--- src/rtl/alu_control_seq.sv ---
// alu_control_seq: ALU control decode plus mult/div iteration sequencer with stall and HI/LO write strobe.
// Optional abort input for in-flight mult/div when ALU_CTRL_ABORT_EN is defined.
module alu_control_seq #(
  parameter int DATA_W  = 32,
  parameter int FUNCT_W = 6,
  parameter int OP_W    = 4,
  localparam int CNT_W  = $clog2(DATA_W)
) (
  input  logic               clk,
  input  logic               rst_n,
  input  logic               valid_in,
`ifdef ALU_CTRL_ABORT_EN
  input  logic               abort,
`endif
  input  logic [1:0]         alu_op,
  input  logic [FUNCT_W-1:0] funct,
  output logic [OP_W-1:0]    op,
  output logic               jr,
  output logic               stall,
  output logic [CNT_W-1:0]   step_idx,
  output logic               hilo_we,
  output logic               illegal
);
  typedef enum logic [1:0] {IDLE, MUL, DIV, DONE} state_t;
  localparam logic [OP_W-1:0] OP_AND = OP_W'(4'b0000);
  localparam logic [OP_W-1:0] OP_OR  = OP_W'(4'b0001);
  localparam logic [OP_W-1:0] OP_ADD = OP_W'(4'b0010);
  localparam logic [OP_W-1:0] OP_JR  = OP_W'(4'b0011);
  localparam logic [OP_W-1:0] OP_SUB = OP_W'(4'b0110);
  localparam logic [OP_W-1:0] OP_SLT = OP_W'(4'b0111);
  localparam logic [CNT_W-1:0] LAST  = CNT_W'(DATA_W - 1);
  state_t state_q, state_d;
  logic [CNT_W-1:0] cnt_q, cnt_d;
  logic [OP_W-1:0] dec_op;
  logic dec_jr, dec_ill, dec_mul, dec_div, abort_i;
`ifdef ALU_CTRL_ABORT_EN
  assign abort_i = abort;
`else
  assign abort_i = 1'b0;
`endif
  always_comb begin
    dec_op  = OP_AND;
    dec_jr  = 1'b0;
    dec_ill = 1'b0;
    dec_mul = 1'b0;
    dec_div = 1'b0;
    if (valid_in) begin
      case (alu_op)
        2'b00: dec_op = OP_ADD;
        2'b01: dec_op = OP_SUB;
        2'b11: dec_ill = 1'b1;
        default: begin
          case (funct)
            FUNCT_W'(6'b100000): dec_op = OP_ADD;
            FUNCT_W'(6'b100010): dec_op = OP_SUB;
            FUNCT_W'(6'b100100), FUNCT_W'(6'b001100): dec_op = OP_AND;
            FUNCT_W'(6'b100101), FUNCT_W'(6'b001101): dec_op = OP_OR;
            FUNCT_W'(6'b101010): dec_op = OP_SLT;
            FUNCT_W'(6'b001000): begin dec_op = OP_JR; dec_jr = 1'b1; end
            FUNCT_W'(6'b011000): begin dec_op = OP_ADD; dec_mul = 1'b1; end
            FUNCT_W'(6'b011010): begin dec_op = OP_SUB; dec_div = 1'b1; end
            default: dec_ill = 1'b1;
          endcase
        end
      endcase
    end
  end
  always_comb begin
    state_d  = state_q;
    cnt_d    = cnt_q;
    op       = OP_AND;
    jr       = 1'b0;
    stall    = 1'b0;
    step_idx = '0;
    hilo_we  = 1'b0;
    illegal  = 1'b0;
    if (state_q == MUL || state_q == DIV) begin
      stall    = 1'b1;
      op       = (state_q == MUL) ? OP_ADD : OP_SUB;
      step_idx = cnt_q;
      state_d  = abort_i ? IDLE : (cnt_q == LAST) ? DONE : state_q;
      cnt_d    = (abort_i || cnt_q == LAST) ? '0 : cnt_q + CNT_W'(1);
    end else begin
      op      = dec_op;
      jr      = dec_jr;
      illegal = dec_ill;
      hilo_we = (state_q == DONE);
      stall   = dec_mul | dec_div;
      state_d = dec_mul ? MUL : dec_div ? DIV : IDLE;
      cnt_d   = (dec_mul | dec_div) ? CNT_W'(1) : '0;
    end
    // Outputs are held quiet for the whole reset window, not just after the edge.
    if (!rst_n) begin
      op       = '0;
      jr       = 1'b0;
      stall    = 1'b0;
      step_idx = '0;
      hilo_we  = 1'b0;
      illegal  = 1'b0;
    end
  end
  always_ff @(posedge clk) begin
    if (!rst_n) begin
      state_q <= IDLE;
      cnt_q   <= '0;
    end else begin
      state_q <= state_d;
      cnt_q   <= cnt_d;
    end
  end
endmodule

--- config.mk ---
export PLATFORM = sky130hd
export DESIGN_NAME = alu_control_seq
export DESIGN_NICKNAME = d
export VERILOG_FILES = /design/src/rtl/alu_control_seq.sv
export SDC_FILE = /design/constraint.sdc
export NUM_CORES = 1
export LEC_CHECK = 0
export BUFFER_PORTS_ARGS = -buffer_cell sky130_fd_sc_hd__clkbuf_2
export CAP_MARGIN = 0
export CORE_MARGIN = 1.5
export CORE_UTILIZATION = 40
export CTS_CLUSTER_SIZE = 8
export DETAILED_ROUTE_END_ITERATION = 16
export MAX_ROUTING_LAYER = met4
export PLACE_DENSITY_LB_ADDON = 0.15
export SLEW_MARGIN = 20
export SYNTH_ARGS = -nofsm -noshare
export SYNTH_HDL_FRONTEND = slang
export SYNTH_SLANG_ARGS = --single-unit
--- constraint.sdc ---
create_clock -name clk -period 1.93 [get_ports clk]
set_clock_uncertainty 0.05 [all_clocks]
set_input_delay 0.386 -clock clk [delete_from_list [all_inputs] [get_ports clk]]
set_output_delay 0.386 -clock clk [all_outputs]
set_load 0.02 [all_outputs]
==> flow_metrics.py, run 1 <==
metrics = {
    "outcome": {
        "outcome": "finished, violations left",
        "failed_checks": "negative setup slack",
    },
    "die": {
        "dieArea_um2": 1670,
        "die_y_um": 40.9,
        "num_io_pins": 24,
        "core_area_um2": 1320,
        "rows": 13,
        "die_w_um": 40.9,
        "initial_core_util_pct": 43.6,
    },
    "clock_tree": {
        "cts_tree": "yes",
        "cts_root_buf": "clkbuf_4",
        "clockBufferDepth": 2,
        "clock_latency_ns": 0.26,
        "htreeDepth": 1,
        "numClockSinks": 7,
        "cts_buffers": 3,
        "clkTransAtPathRegs_ns": 0.05,
    },
    "cells_and_area": {
        "final_cells": 117,
        "drive_gt1_share_pct": 49.0,
        "finalInstanceArea_um2": 873,
        "area_growth_syn_to_layout_pct": 52.1,
        "n_antenna_cell": 0,
        "nets": 118,
    },
    "placed_design": {
        "hpwl_um": 1080,
        "port_buffers": 22,
        "dp.cells": 112,
        "place_area_um2": 744,
        "gp_congestion": 0.696,
    },
    "setup_path": {
        "cp_num_buf_inv": 3,
        "r2r-end": "cnt_q[0]$_SDFF_PN0_",
        "worstPathRequired_ns": 1.49,
        "r2r_cells": 5,
        "r2r_start": "cnt_q[0]$_SDFF_PN0_",
        "startpoint_type": "flip-flop",
        "cp_top_family": "buffers and inverters",
        "path_cells": "inv_2 -> ha_4 -> buf_4 -> nor2b_4 -> o21ba_2 -> o31ai_1 -> buf_2",
        "cp_max_fo": 3,
        "criticalPathCategory": "flip-flop to output pin",
        "cpPeakStageDelay_ns": 0.33,
        "crit_arrival_ns": 1.58,
        "end_kind": "output pin",
        "worst_path_max_delay_cell": "dfxtp_2",
        "regToRegSetupSlack_ns": 0.52,
    },
    "sta": {
        "min_period_ns": 2.01,
        "finalSetupViolations": 10,
        "period_share_pct": 104,
        "hold_viol": 0,
        "timing.final.ws_setup_ns": -0.0831,
        "timing.hold.ws_ns": 0.404,
        "fmax_ghz": 0.497,
        "maxSlewViolCount": 0,
        "rsz0062_at_grt": "yes",
        "finalSetupTns_ns": -0.371,
    },
    "logic_synthesis": {
        "syn_inst": 71,
        "ys_ff_latch": 7,
        "synthArstFlopShare_pct": 0,
        "yosysTopAreaCell": "dfxtp_1",
        "yosys_warnings": 0,
        "avgSynthCellArea_um2": 8.09,
        "yosysUniqueCellTypes": 32,
        "syn_nets": 86,
        "synth_seq_area_share_pct": 24.4,
        "synth_area_leaders": "dfxtp_1 24%, ha_1 8.7%, and2_1 6.5%",
        "synth_edf_count": 0,
        "syn_area_um2": 574,
        "synth_top_flop_cell": "dfxtp_1",
        "synth_top_area_share_pct": 24.4,
    },
    "global_routing": {
        "grt.total_usage_pct": 17.9,
        "antenna_found_initial": 0,
        "grt_max_degree": 9,
        "grt_pass1_vias": 449,
        "grt_overflow": 0,
        "grt_pass1_wl_um": 1930,
    },
    "worst_hold_path": {
        "hp-start": "valid_in",
        "whs_path_depth": 3,
        "holdPathEnd": "state_q[1]$_SDFFE_PN0P_",
        "hold_class": "input pin to flip-flop",
    },
    "power": {
        "total_leakage_power_nw": 0.392,
        "power_w": 0.000347,
        "power.density_nw_per_um2": 397,
        "irDropWorstVdd_uv": 368,
    },
    "detailed_routing": {
        "ant_nets": 0,
        "drc": 0,
        "wirelength_um": 1480,
        "vias": 629,
        "first_pass_iters": 4,
        "wl_per_cell_um": 12.7,
        "drtIter0Drc": 13,
        "vias_per_cell": 5.38,
    },
    "run": {
        "cap_violations": 0,
    },
}
## tightest hold or removal path: cells and delay by family
kind | cells | cell delay, ns
AND/OR/NAND/NOR | 1 | 0.09
AO/OA/AOI/OAI | 1 | 0.07
buffers and inverters | 1 | 0.12
## synth_stat cells (2+ instances only)
library cell,number
and2_1,6
and4b_1,2
dfxtp_1,7
ha_1,4
inv_1,4
nand2_1,4
nand2b_1,3
nand3_1,3
nor2_1,7
nor2b_1,3
nor3_1,2
nor4b_1,2
o21ai_0,2
o31ai_1,3
xor2_1,2
## registers in the layout, summed over array words and instances, names as in the netlist
register  cells
state_q       2
cnt_q         5
## through the flow
stage	utilization, %	setup slack [ns]
finish	66.3	-0.0831
global route	66.3	-0.166
detailed placement	56.5	0.00370
CTS	63.0	-0.106
floorplan	-	-0.0451
global placement	56.5	0.0660
## cells by family (layout without fill, tap and decap cells)
group	Yosys count	in the layout	synth area share, %
xor+xnor	3	3	4.58
fa+ha+maj	4	4	8.71
buf+inv	5	36	3.92
flops	7	7	24.4
simple gates	37	37	39.4
compound gates	14	14	18.3
other cells	1	1	0.653
## power by group
part	internal, W	switching, W
Sequential	0.000145	0.000000198
Clock	0.0000790	0.0000548
Combinational	0.0000288	0.0000390
Total	0.000253	0.0000940
## final cells by class
class | instances | area (µm²)
clock buffer | 4 | 26.3
fill | 118 | 444
inverter | 4 | 15.0
multi-input combinational | 59 | 468
sequential | 7 | 143
tap | 15 | 18.8
timing repair buffer | 28 | 203
## worst max-delay path by stage
stage,slack [ns],cells after the start,start,endpoint
after floorplan,-0.05,5,state_q[1]$_SDFFE_PN0P_,jr
after global placement,0.07,6,state_q[1]$_SDFFE_PN0P_,jr
after detailed placement,0.004,7,state_q[1]$_SDFFE_PN0P_,op[2]
after CTS,-0.11,6,state_q[1]$_SDFFE_PN0P_,jr
after global routing,-0.17,6,state_q[1]$_SDFFE_PN0P_,jr
final,-0.08,7,state_q[1]$_SDFFE_PN0P_,op[1]
## layer usage
| metal | wire [µm] | up-vias | GRT usage (%) |
|---|---|---|---|
| met5 | 0 | - | - |
| met2 | 658 | 21 | 23.8 |
| met3 | 86 | 2 | 6.52 |
| li1 | - | 318 | - |
| met4 | 8 | 0 | 2.50 |
| met1 | 728 | 288 | 26.0 |
## what timing repair did
| item | in CTS | in global routing |
|---|---|---|
| buffers inserted | 1 | 0 |
| hold buffers | 0 | 0 |
| setup endpoints to repair | 10 | 11 |
| gates resized for setup | 17 | 22 |
| hold endpoints to repair | 0 | 0 |
| pin swaps | 3 | 0 |
| cloned | 0 | 0 |
## cell usage in the layout (no fill, tap or decap), types with 3 or more instances in the layout
master	Yosys	layout
clkbuf_4	0	3
buf_4	1	9
ha_1	4	3
inv_1	4	3
nand2_1	4	3
buf_6	0	5
dfxtp_1	7	5
and2_4	0	4
nand3_1	3	3
nand2b_1	3	3
nor2_1	7	7
clkbuf_2	0	12
Power figures use the tool's default switching activity.
==> inputs of run 2 (changes only) <==
--- a/config.mk
+++ b/config.mk
@@ -13,6 +13,8 @@
 export DETAILED_ROUTE_END_ITERATION = 16
 export MAX_ROUTING_LAYER = met4
 export PLACE_DENSITY_LB_ADDON = 0.15
+export RECOVER_POWER = 25
+export REMOVE_ABC_BUFFERS = 1
 export SLEW_MARGIN = 20
 export SYNTH_ARGS = -nofsm -noshare
 export SYNTH_HDL_FRONTEND = slang
==> flow_metrics.py, run 2 (synthesis gave the netlist of run 1 again) <==
metrics = {
    "setup_path": {
        "criticalPathCategory": "flip-flop to output pin",
        "worstPathRequired_ns": 1.49,
        "end_kind": "output pin",
        "crit_arrival_ns": 1.65,
        "startpoint_type": "flip-flop",
        "cp_max_fo": 2,
    },
    "detailed_routing": {
        "vias_per_cell": 5.42,
        "wl_met1_um": 701,
        "wl_met2_um": 871,
        "wl_per_cell_um": 13.7,
        "ant_nets": 0,
        "drc": 0,
        "wirelength_um": 1690,
        "dr_wl_met3_um": 97,
        "highest-signal-layer": "met4",
        "vias": 667,
        "drtIter0Drc": 9,
        "first_pass_iters": 4,
    },
    "clock_tree": {
        "clock_latency_ns": 0.27,
        "numClockSinks": 7,
        "htreeDepth": 1,
        "clkTransAtPathRegs_ns": 0.07,
        "clockBufferDepth": 2,
        "cts_tree": "yes",
        "cts_buffers": 3,
        "cts_root_buf": "clkbuf_4",
    },
    "global_routing": {
        "grt_max_degree": 7,
        "grt_pass1_vias": 513,
        "antenna_found_initial": 0,
        "grt_pass1_wl_um": 2280,
        "grt.total_usage_pct": 22.3,
        "grt_overflow": 0,
    },
    "power": {
        "pwr-share-clk_pct": 39.0,
        "pwr-share-seq_pct": 38.5,
        "total_leakage_power_nw": 0.475,
        "power.share.switching_pct": 31.1,
        "share_comb_of_total_power_pct": 22.5,
        "switchingPower_w": 0.000116,
        "p_int_w": 0.000257,
        "irDropWorstVdd_uv": 351,
        "power.density_nw_per_um2": 368,
    },
    "cells_and_area": {
        "area_growth_syn_to_layout_pct": 76.0,
        "utilization_pct": 76.7,
        "final_cell_mix": "12 x clkbuf_2, 11 x buf_4, 7 x nor2_1",
        "final_common_cell": "clkbuf_2",
        "n_antenna_cell": 0,
        "top_register": "cnt_q",
        "largest_reg_flops": 5,
        "nets": 124,
        "largestRegisters": "cnt_q (5), state_q (2)",
        "final_cells": 123,
        "drive_gt1_share_pct": 55.6,
    },
    "sta": {
        "min_period_ns": 2.08,
        "finalSetupViolations": 5,
        "maxSlewViolCount": 0,
        "timing.final.ws_setup_ns": -0.152,
        "fmax_ghz": 0.480,
        "rsz0062_at_grt": "yes",
        "period_share_pct": 108,
        "timing.hold.ws_ns": 0.398,
        "hold_viol": 0,
    },
    "die": {
        "num_io_pins": 24,
        "die_w_um": 40.9,
        "die_y_um": 40.9,
        "core_area_um2": 1320,
        "initial_core_util_pct": 43.6,
        "rows": 13,
        "dieArea_um2": 1670,
    },
    "worst_hold_path": {
        "hold_class": "input pin to flip-flop",
    },
    "placed_design": {
        "gp_congestion": 0.740,
        "port_buffers": 22,
        "dp.cells": 115,
        "hpwl_um": 1100,
    },
    "outcome": {
        "failed_checks": "negative setup slack",
        "outcome": "finished, violations left",
    },
    "run": {
        "cap_violations": 0,
    },
}
## run 2: cell count changes in the layout (fill, tap and decap cells not counted), sizes merged
cell / change
buf: +6
clkinv: +1
clkbuf: -1
## run 2: stage by stage
| step | setup TNS [ns] | setup WS, ns | total power (W) | instance area (µm²) |
|---|---|---|---|---|
| after global routing | -0.947 | -0.216 | 0.000390 | 1010 |
| final | -0.422 | -0.152 | 0.000372 | 1010 |
| after CTS | -0.337 | -0.122 | 0.000358 | 926 |
| after detailed placement | 0 | 0.0332 | 0.000212 | 756 |
| after floorplan | -0.396 | -0.295 | 0.000178 | 567 |
| after global placement | 0 | 0.107 | 0.000212 | 756 |
## run 2: timing repair
action	in CTS	in global routing
setup endpoints to repair	10	10
buffers inserted	2	2
hold buffers	0	0
gates resized for setup	34	23
pin swaps	6	3
## run 2: final timing paths
kind                           startpoint                 endpoint  slack, ns  depth (start not counted)
setup / recovery  state_q[1]$_SDFFE_PN0P_                       jr      -0.15                          6
hold reg to reg       cnt_q[0]$_SDFF_PN0_      cnt_q[0]$_SDFF_PN0_       0.46                          1
setup reg to reg  state_q[1]$_SDFFE_PN0P_      cnt_q[0]$_SDFF_PN0_       0.44                          8
hold / removal                   valid_in  state_q[1]$_SDFFE_PN0P_       0.40                          3
## run 2: power groups by stage
stage | Clock [W] | Sequential [W] | Combinational (W)
6_report | 0.000145 | 0.000143 | 0.0000837
2_1_floorplan | 0 | 0.000148 | 0.0000297
3_3_place_gp | 0 | 0.000148 | 0.0000636
4_1_cts | 0.000142 | 0.000145 | 0.0000712
5_1_grt | 0.000157 | 0.000143 | 0.0000893
3_5_place_dp | 0 | 0.000148 | 0.0000643
## run 2: area by class of cell
class / instances / area [µm²]
clock inverters: 1 / 5.00
clock buffers: 3 / 22.5
flip-flops and latches: 7 / 145
repair buffers: 34 / 288
fillers: 100 / 307
inverters: 4 / 15.0
well taps: 15 / 18.8
multi-input cells: 59 / 517
## run 2: critical path, stage by stage, from the launching register on
cell	delay (ns)
dfxtp_2	0.34
inv_2	0.05
ha_4	0.26
and4_4	0.23
nand2_4	0.06
nor4b_4	0.25
buf_4	0.18
## run 2: per-layer routing
metal / up-vias / track usage [%]
met1: 300 / 26.5
met2: 26 / 35.5
met3: 3 / 4.89
li1: 338 / -
met4: 0 / 10.0
met5: - / -
==> inputs of run 3 (changes only) <==
--- a/config.mk
+++ b/config.mk
@@ -5,6 +5,7 @@
 export SDC_FILE = /design/constraint.sdc
 export NUM_CORES = 1
 export LEC_CHECK = 0
+export ABC_AREA = 1
 export BUFFER_PORTS_ARGS = -buffer_cell sky130_fd_sc_hd__clkbuf_2
 export CAP_MARGIN = 0
 export CORE_MARGIN = 1.5
==> flow_metrics.py, run 3 <==
metrics = {
    "cells_and_area": {
        "finalInstanceArea_um2": 766,
        "nets": 140,
        "n_antenna_cell": 0,
        "area_growth_syn_to_layout_pct": 31.9,
        "utilization_pct": 57.4,
        "fillers": 145,
        "final_cell_mix": "22 x nor2_1, 18 x clkbuf_2, 16 x inv_1",
        "drive_gt1_share_pct": 29.8,
        "top_register": "cnt_q",
        "largestRegisters": "cnt_q (5), state_q (2)",
        "final_common_cell": "nor2_1",
        "largest_reg_flops": 5,
    },
    "logic_synthesis": {
        "syn_inst": 99,
        "synth_edf_count": 0,
        "synth_most_common_cell": "nor2_1",
        "synth_seq_area_share_pct": 24.1,
        "avgSynthCellArea_um2": 5.86,
        "yosys_warnings": 0,
        "yosysTopAreaCell": "dfxtp_1",
        "ys_ff_latch": 7,
        "synth_top_area_share_pct": 24.1,
        "synth_area_leaders": "dfxtp_1 24%, nor2_1 16%, inv_1 12%",
        "syn_area_um2": 581,
        "yosysUniqueCellTypes": 19,
        "synthArstFlopShare_pct": 0,
        "synth_common_cells": "24 x nor2_1, 18 x inv_1, 14 x nand2_1",
        "synth_top_flop_cell": "dfxtp_1",
    },
    "sta": {
        "rsz0062_at_grt": "no",
        "finalSetupViolations": 0,
        "hold_viol": 0,
        "timing.hold.ws_ns": 0.420,
        "min_period_ns": 1.86,
        "fmax_ghz": 0.538,
        "timing.final.ws_setup_ns": 0.0704,
        "period_share_pct": 96.3,
        "maxSlewViolCount": 0,
    },
    "global_routing": {
        "grt.total_usage_pct": 17.3,
        "antenna_found_initial": 0,
        "grt_max_degree": 8,
        "grt_pass1_wl_um": 1900,
        "grt_overflow": 0,
        "grt_pass1_vias": 506,
    },
    "placed_design": {
        "gp_congestion": 0.804,
        "port_buffers": 22,
        "place_ws_ns": 0.109,
        "hpwl_um": 985,
        "place_area_um2": 702,
    },
    "setup_path": {
        "path_cells": "inv_2 -> ha_4 -> inv_4 -> nor2_4 -> o21ai_1 -> a21oi_1 -> buf_4",
        "worst_path_max_delay_cell": "dfxtp_2",
        "startpoint_type": "flip-flop",
        "end_kind": "output pin",
        "crit_arrival_ns": 1.42,
        "criticalPathCategory": "flip-flop to output pin",
        "cp_max_fo": 5,
        "cpPeakStageDelay_ns": 0.33,
        "r2r_start": "cnt_q[0]$_SDFF_PN0_",
        "startpoint": "state_q[1]$_SDFFE_PN0P_",
        "worstPathRequired_ns": 1.49,
    },
    "clock_tree": {
        "cts_buffers": 3,
        "clock_latency_ns": 0.24,
        "clkTransAtPathRegs_ns": 0.05,
        "cts_root_buf": "clkbuf_4",
        "cts_hold_buffers": 0,
        "clockBufferDepth": 2,
        "cts_tree": "yes",
        "numClockSinks": 7,
        "htreeDepth": 1,
        "post-cts-setup-buffer-count": 0,
    },
    "die": {
        "dieArea_um2": 1690,
        "rows": 13,
        "num_io_pins": 24,
        "die_w_um": 41.1,
        "initial_core_util_pct": 43.5,
        "core_area_um2": 1330,
        "die_y_um": 41.1,
    },
    "run": {
        "cap_violations": 0,
    },
    "detailed_routing": {
        "drtIter0Drc": 16,
        "vias_per_cell": 4.74,
        "vias": 659,
        "first_pass_iters": 4,
        "wirelength_um": 1280,
        "ant_nets": 0,
        "wl_per_cell_um": 9.20,
        "drc": 0,
    },
    "power": {
        "irDropWorstVdd_uv": 458,
        "power.density_nw_per_um2": 696,
        "total_leakage_power_nw": 0.388,
        "power_w": 0.000533,
    },
    "outcome": {
        "outcome": "finished, final reports clean",
    },
    "worst_hold_path": {
        "hold_class": "input pin to flip-flop",
        "hp-start": "rst_n",
    },
}
## run 3: metal layers
layer | global-route usage [%] | vias up | share of wire, %
li1 | - | 360 | -
met1 | 19.4 | 283 | 47
met2 | 30.1 | 14 | 47
met3 | 2.72 | 2 | 5.1
met4 | 7.26 | 0 | 0.47
met5 | - | - | 0
## run 3: path summary, 6_finish.rpt
check        slack, ns                       to  cells after the start
max               0.07                  illegal                      7
min reg2reg       0.45  state_q[1]$_SDFFE_PN0P_                      2
max reg2reg       0.39      cnt_q[3]$_SDFF_PP0_                      8
min               0.42  state_q[1]$_SDFFE_PN0P_                      3
## run 3: power breakdown
part	leakage [nW]	total [W]	internal (W)	switching [W]
Sequential	0.0574	0.000178	0.000162	0.0000153
Combinational	0.315	0.000227	0.0000867	0.000140
Clock	0.0150	0.000129	0.0000786	0.0000499
## run 3: final cells by class
| type | instances | area [µm²] | area share [%] |
|---|---|---|---|
| Clock buffer | 4 | 26.3 | 3.43 |
| Inverter | 18 | 70.1 | 9.15 |
| Multi-Input combinational cell | 73 | 390 | 51.0 |
| Sequential cell | 7 | 143 | 18.6 |
| Tap cell | 15 | 18.8 | 2.45 |
| Timing Repair Buffer | 22 | 118 | 15.4 |
## run 3: through the flow
| step | cells | setup TNS (ns) |
|---|---|---|
| 5_1_grt | 139 | 0 |
| 6_report | 139 | 0 |
| 3_5_place_dp | 135 | 0 |
| 4_1_cts | 139 | -0.0192 |
| 2_1_floorplan | 98 | 0 |
| 3_3_place_gp | 135 | 0 |
## run 3: worst max-delay path, delay by kind of cell, from the launching register on
kind	cells	cell delay, ns
compound gates	2	0.20
fa+ha+maj	1	0.29
buf+inv	3	0.26
simple gates	1	0.11
flops	1	0.33
## run 3: repair_timing
| item | 4_1_cts | 5_1_grt |
|---|---|---|
| pin swaps | 1 | 4 |
| endpoints found under the hold margin | 0 | 0 |
| gates resized for setup | 6 | 13 |
| gates cloned | 0 | 0 |
| setup endpoints to repair | 9 | 10 |
## run 3: cell families (layout without fill, tap and decap cells)
group,after synthesis,after routing,share of synthesized area [%]
buf+inv,19,44,12.9
compound gates,11,11,10.3
fa+ha+maj,4,4,8.62
xor+xnor,1,1,1.51
flops,7,7,24.1
simple gates,56,56,41.8
other cells,1,1,0.646
